===== src/rtl/johnson_phase_decoder.sv =====
// johnson_phase_decoder
// Samples a raw Johnson count, decodes it to a phase index and a one-hot
// vector, checks that each sample legally follows the previous one, tracks
// lock, and reports step errors, revolution wraps and a saturating error count.
//
// Ports:
//   clk          rising-edge clock
//   reset        asynchronous active-low reset
//   en           sample enable; count_in is evaluated only when en=1
//   count_in     raw Johnson count (WIDTH bits)
//   clear_err    synchronous clear of err_count (and wrap_count), works regardless of en
//   phase_idx    decoded phase 0..2*WIDTH-1 (holds on illegal samples)
//   phase_onehot one-hot of phase_idx, zero when valid_code=0
//   valid_code   last sample was a legal code
//   locked       sequence tracking is locked
//   step_err     one-cycle pulse on a sequencing error
//   wrap_pulse   one-cycle pulse on the last-to-first phase advance while locked
//   err_count    saturating count of step_err pulses
//   wrap_count   (JOHNSON_PHASE_WRAP_CNT_EN only) 16-bit wrapping count of wrap_pulse
//
// Optional feature macro: JOHNSON_PHASE_WRAP_CNT_EN
module johnson_phase_decoder #(
    parameter int unsigned WIDTH      = 4,
    parameter int unsigned LOCK_COUNT = 4,
    parameter int unsigned ERR_CNT_W  = 8
) (
    input  logic                         clk,
    input  logic                         reset,
    input  logic                         en,
    input  logic [WIDTH-1:0]             count_in,
    input  logic                         clear_err,
    output logic [$clog2(2*WIDTH)-1:0]   phase_idx,
    output logic [2*WIDTH-1:0]           phase_onehot,
    output logic                         valid_code,
    output logic                         locked,
    output logic                         step_err,
    output logic                         wrap_pulse,
    output logic [ERR_CNT_W-1:0]         err_count
`ifdef JOHNSON_PHASE_WRAP_CNT_EN
    ,
    output logic [15:0]                  wrap_count
`endif
);

    localparam int unsigned NPH   = 2 * WIDTH;
    localparam int unsigned IDX_W = $clog2(NPH);
    localparam int unsigned RUN_W = 4;

    typedef enum logic [1:0] {
        ST_SEARCH = 2'd0,
        ST_TRACK  = 2'd1,
        ST_LOCKED = 2'd2
    } state_t;

    state_t               state_q, state_d;
    logic [IDX_W-1:0]     ref_q, ref_d;
    logic [RUN_W-1:0]     run_q, run_d;
    logic [IDX_W-1:0]     phase_idx_q, phase_idx_d;
    logic [NPH-1:0]       phase_onehot_q, phase_onehot_d;
    logic                 valid_code_q, valid_code_d;
    logic                 locked_q, locked_d;
    logic                 step_err_q, step_err_d;
    logic                 wrap_pulse_q, wrap_pulse_d;
    logic [ERR_CNT_W-1:0] err_count_q, err_count_d;

    logic                 dec_valid;
    logic [IDX_W-1:0]     dec_idx;
    logic [NPH-1:0]       dec_onehot;
    logic [IDX_W-1:0]     ref_next;
    logic [RUN_W-1:0]     run_inc;
    logic                 is_adv;
    logic                 is_stall;

    // Legal code for phase k: k LSBs set for k<=N, otherwise the low k-N bits clear.
    function automatic logic [WIDTH-1:0] code_of(input int unsigned k);
        logic [WIDTH-1:0] c;
        c = '0;
        for (int unsigned b = 0; b < WIDTH; b++) begin
            if (k <= WIDTH) c[b] = (b < k);
            else            c[b] = (b >= k - WIDTH);
        end
        return c;
    endfunction

    // Decode the raw sample against all legal codes.
    always_comb begin
        dec_valid  = 1'b0;
        dec_idx    = '0;
        dec_onehot = '0;
        for (int unsigned k = 0; k < NPH; k++) begin
            if (count_in == code_of(k)) begin
                dec_valid     = 1'b1;
                dec_idx       = IDX_W'(k);
                dec_onehot[k] = 1'b1;
            end
        end
    end

    assign ref_next = (ref_q == IDX_W'(NPH - 1)) ? '0 : ref_q + IDX_W'(1);
    assign run_inc  = run_q + RUN_W'(1);
    assign is_adv   = dec_valid && (dec_idx == ref_next);
    assign is_stall = dec_valid && (dec_idx == ref_q);

    // Next-state and registered-output logic.
    always_comb begin
        state_d        = state_q;
        ref_d          = ref_q;
        run_d          = run_q;
        phase_idx_d    = phase_idx_q;
        phase_onehot_d = phase_onehot_q;
        valid_code_d   = valid_code_q;
        step_err_d     = 1'b0;
        wrap_pulse_d   = 1'b0;
        err_count_d    = err_count_q;

        if (en) begin
            valid_code_d   = dec_valid;
            phase_onehot_d = dec_valid ? dec_onehot : '0;
            if (dec_valid) phase_idx_d = dec_idx;

            case (state_q)
                ST_SEARCH: begin
                    if (dec_valid) begin
                        state_d = ST_TRACK;
                        ref_d   = dec_idx;
                        run_d   = '0;
                    end
                end
                ST_TRACK, ST_LOCKED: begin
                    if (!dec_valid) begin
                        step_err_d = 1'b1;
                        state_d    = ST_SEARCH;
                        run_d      = '0;
                    end else if (is_adv) begin
                        ref_d = dec_idx;
                        if (state_q == ST_TRACK) begin
                            run_d = run_inc;
                            if (run_inc == RUN_W'(LOCK_COUNT)) state_d = ST_LOCKED;
                        end else if (ref_q == IDX_W'(NPH - 1) && dec_idx == '0) begin
                            wrap_pulse_d = 1'b1;
                        end
                    end else if (!is_stall) begin
                        // Legal but out-of-sequence: resynchronise on the new code.
                        step_err_d = 1'b1;
                        state_d    = ST_TRACK;
                        run_d      = '0;
                        ref_d      = dec_idx;
                    end
                end
                default: state_d = ST_SEARCH;
            endcase
        end

        locked_d = (state_d == ST_LOCKED);

        // Clear takes priority over a coincident error.
        if (clear_err)                             err_count_d = '0;
        else if (step_err_d && err_count_q != '1)  err_count_d = err_count_q + ERR_CNT_W'(1);
    end

    always_ff @(posedge clk or negedge reset) begin
        if (!reset) begin
            state_q        <= ST_SEARCH;
            ref_q          <= '0;
            run_q          <= '0;
            phase_idx_q    <= '0;
            phase_onehot_q <= '0;
            valid_code_q   <= 1'b0;
            locked_q       <= 1'b0;
            step_err_q     <= 1'b0;
            wrap_pulse_q   <= 1'b0;
            err_count_q    <= '0;
        end else begin
            state_q        <= state_d;
            ref_q          <= ref_d;
            run_q          <= run_d;
            phase_idx_q    <= phase_idx_d;
            phase_onehot_q <= phase_onehot_d;
            valid_code_q   <= valid_code_d;
            locked_q       <= locked_d;
            step_err_q     <= step_err_d;
            wrap_pulse_q   <= wrap_pulse_d;
            err_count_q    <= err_count_d;
        end
    end

    assign phase_idx    = phase_idx_q;
    assign phase_onehot = phase_onehot_q;
    assign valid_code   = valid_code_q;
    assign locked       = locked_q;
    assign step_err     = step_err_q;
    assign wrap_pulse   = wrap_pulse_q;
    assign err_count    = err_count_q;

`ifdef JOHNSON_PHASE_WRAP_CNT_EN
    logic [15:0] wrap_count_q, wrap_count_d;

    // Revolution counter; wraps naturally at 16 bits, clear wins.
    always_comb begin
        wrap_count_d = wrap_count_q;
        if (clear_err)         wrap_count_d = '0;
        else if (wrap_pulse_d) wrap_count_d = wrap_count_q + 16'd1;
    end

    always_ff @(posedge clk or negedge reset) begin
        if (!reset) wrap_count_q <= '0;
        else        wrap_count_q <= wrap_count_d;
    end

    assign wrap_count = wrap_count_q;
`endif

endmodule


===== config.mk =====
export PLATFORM = sky130hd
export DESIGN_NAME = johnson_phase_decoder
export DESIGN_NICKNAME = d
export VERILOG_FILES = /design/src/rtl/johnson_phase_decoder.sv
export SDC_FILE = /design/constraint.sdc
export NUM_CORES = 1
export LEC_CHECK = 0
export BUFFER_PORTS_ARGS = -buffer_cell sky130_fd_sc_hd__buf_2
export CELL_PAD_IN_SITES_DETAIL_PLACEMENT = 2
export CELL_PAD_IN_SITES_GLOBAL_PLACEMENT = 2
export CORE_ASPECT_RATIO = 1.25
export CORE_MARGIN = 2
export CORE_UTILIZATION = 35
export DETAILED_ROUTE_END_ITERATION = 8
export GPL_TIMING_DRIVEN = 0
export MAX_ROUTING_LAYER = met4
export PLACE_DENSITY = 0.87
export SLEW_MARGIN = 20
export SYNTH_ARGS = -nofsm -noshare
export SYNTH_HDL_FRONTEND = slang
export SYNTH_SLANG_ARGS = --single-unit

===== constraint.sdc =====
create_clock -name clk -period 3.05 [get_ports clk]
set_input_delay 0.7625 -clock clk [delete_from_list [all_inputs] [get_ports clk]]
set_output_delay 0.7625 -clock clk [all_outputs]
set_load 0.005 [all_outputs]

==> results.cfg <==
[worst_hold_path]
hold_path_class = register to register
hp-start = phase_onehot[7]$_DFFE_PN0P_
hold_depth = 2
hold_end = phase_onehot[7]$_DFFE_PN0P_

[die]
start_util_pct = 36.5
die_h_um = 91.1
die_area_um2 = 6720
fp.dieW_um = 73.7
ios = 31
fp-row-count = 31
core_um2 = 5820

[layout]
area_growth_pct = 15.2
final_cell_mix = 32 x dfrtp_1, 26 x buf_2, 20 x o21ai_0, 16 x inv_1, 16 x a21oi_1
n_antenna_cell = 0
layout_commonest_cell = dfrtp_1
drive_above_1_share_pct = 19.2
fillers = 644
nNetsFinal = 282

[drt]
topRoutingLayerUsed = met4
first_pass_iters = 4
avgRoutedWirePerCell_um = 18.7
dr_wl_met2_um = 3370
wl_met3_um = 139
initialDrtViolationCount = 80
wirelength_um = 6210
m1WireLength_um = 2610
drcViolationCount = 0
via_per_inst = 5.71
ant_nets = 0
via_count = 1896

[clock_network]
cts_made_buffers = 5
cts.clk_slew.worst_paths_ns = 0.07
clk_path_buf_depth = 2
cts_max_level = 2
cts-root-buf = clkbuf_8
cts_tree = built
cts_resized = 0
clk_latency_ns = 0.29
cts_hold_buf = 0
numClockSinks = 32
cts_post_setup_buffers_inserted = 0

[grt]
overflow = 0
antenna_found_initial = 0
grt_pass1_wl_um = 10400
grt_max_degree = 33
track_usage_pct = 20.2
grt_pass1_vias = 2110

[sta]
period_needed_ns = 2.87
worst_pin_slew_ns = 0.752
slew_headroom_pct = 49.8
finalSetupViolations = 0
fin_crit_sh_pct = 94.1
drv_slew = 0
fmax_ghz = 0.348
rsz0062_at_grt = no
hold_violations = 0
finClkSkew_ns = 0.00617
hold_ws_ns = 0.515
tns_ns = 0

[synthesis]
synth_cells = 232
synth-seq-cells = 32
avgSynthCellArea_um2 = 9.16
ys_seq_area_share_pct = 37.7
yosysWarningCount = 0
synth_area_leaders = dfrtp_1 38%, ha_1 5.3%, o21ai_0 4.7%
synth.top_cell.area_share_pct = 37.7
async_reset_ff_share_pct = 100
synth-edff-count = 0
syn_area_um2 = 2130
synth.largest_area_cell = dfrtp_1
synthFlopType = dfrtp_1
yosysUniqueCellTypes = 52
syn_nets = 249

[run_status]
status = complete, no violations

[worst_setup_path]
arrival_ns = 2.99
startpoint = ref_q[1]$_DFFE_PN0P_
reg2reg_to = ref_q[1]$_DFFE_PN0P_
critical_path_required_ns = 3.17
crit_path_start_kind = register
worstRegToRegCells = 9
r2r_slack_ns = 0.18
r2r-start = ref_q[1]$_DFFE_PN0P_
endpoint_kind = register
path_max_fanout = 10
worst-setup-path-type = register to register

[pwr]
p_int_mw = 0.959
combPwrFrac_pct = 38.4
p_leak_nw = 1.11
switching_share_pct = 38.0
switching_power_mw = 0.587
seqPwrFrac_pct = 35.2
clock_power_share_pct = 26.4
powerDensity_nw_per_um2 = 631
ir_drop_mv = 0.244

[job]
max_cap_violations = 0

[place]
gp_congestion = 0.792
io_buffer_count = 26
place_hpwl_um = 4570
synth_stat cells, types with 4 or more instances:
cell type	n
dfrtp_1	32
o21ai_0	20
a21oi_1	16
inv_1	16
nand2_1	15
nand3_1	12
nor2_1	11
ha_1	9
or3_1	7
clkbuf_1	6
nor2b_1	6
buf_6	5
nand2b_1	5
nand4_1	5
xor2_1	5
and2_1	4
nand4b_1	4
nor4_1	4
sequential cells by signal, summed over array words and instances, names as in the netlist:
name and flops:
wrap_pulse 1, locked 1, state_q 2, phase_onehot 8
phase_idx 3, run_q 4, step_err 1, ref_q 3
valid_code 1, err_count 8
worst max-delay path, stage by stage (launching register included):
cell      delay (ns)
dfrtp_1         0.45
ha_1            0.22
ha_1            0.37
xor2_1          0.17
o32ai_1         0.11
o311ai_2        0.44
buf_4           0.28
a41oi_1         0.23
a31oi_1         0.25
o311ai_0        0.18
per-stage QoR:
| step | worst slack, ns | instances | total power [mW] | utilization (%) | area [um^2] |
|---|---|---|---|---|---|
| floorplan | 0.546 | 232 | 0.958 | - | 2130 |
| global route | 0.0480 | 332 | 1.65 | 42.1 | 2450 |
| finish | 0.180 | 332 | 1.55 | 42.1 | 2450 |
| global placement | 0.223 | 324 | 1.10 | 40.2 | 2340 |
| CTS | 0.133 | 332 | 1.57 | 42.1 | 2450 |
| detailed placement | 0.184 | 324 | 1.14 | 40.2 | 2340 |
logic make-up after synthesis:
kind of cell / synth area share (%)
AOI/OAI and AO/OA: 19.2
xor gates and xnor gates: 2.47
adders and majority gates: 5.30
buffers and inverters: 7.59
DFF: 37.7
muxes: 4.94
and+or+nand+nor: 22.8
layout make-up:
cell class | count | area, um^2 | share of cell area [%]
multi-input cells | 169 | 1160 | 47.5
flip-flops and latches | 32 | 801 | 32.7
repair buffers | 26 | 130 | 5.31
plain buffers | 15 | 101 | 4.14
well taps | 66 | 82.6 | 3.37
clock buffers | 5 | 68.8 | 2.81
inverters | 16 | 60.1 | 2.45
clock inverters | 3 | 42.5 | 1.74
routing by layer:
layer | track usage, % | vias up
li1 | - | 900
met1 | 23.6 | 963
met2 | 35.5 | 26
met3 | 3.11 | 7
met4 | 4.85 | 0
met5 | - | -
worst max-delay path by stage:
stage / to / slack (ns) / cells after the start
after global routing: run_q[1]$_DFFE_PN0P_ / 0.05 / 9
final: ref_q[1]$_DFFE_PN0P_ / 0.18 / 9
after global placement: run_q[3]$_DFFE_PN0P_ / 0.22 / 9
after detailed placement: run_q[3]$_DFFE_PN0P_ / 0.18 / 9
after CTS: run_q[3]$_DFFE_PN0P_ / 0.13 / 9
after floorplan: run_q[0]$_DFFE_PN0P_ / 0.55 / 9
power groups by stage:
stage | clock network [mW] | registers [mW] | logic (mW)
2_1_floorplan | 0 | 0.535 | 0.422
3_3_place_gp | 0 | 0.547 | 0.554
3_5_place_dp | 0 | 0.552 | 0.588
4_1_cts | 0.423 | 0.544 | 0.598
5_1_grt | 0.438 | 0.555 | 0.659
6_report | 0.408 | 0.545 | 0.594
(Power assumes the default switching activity.)
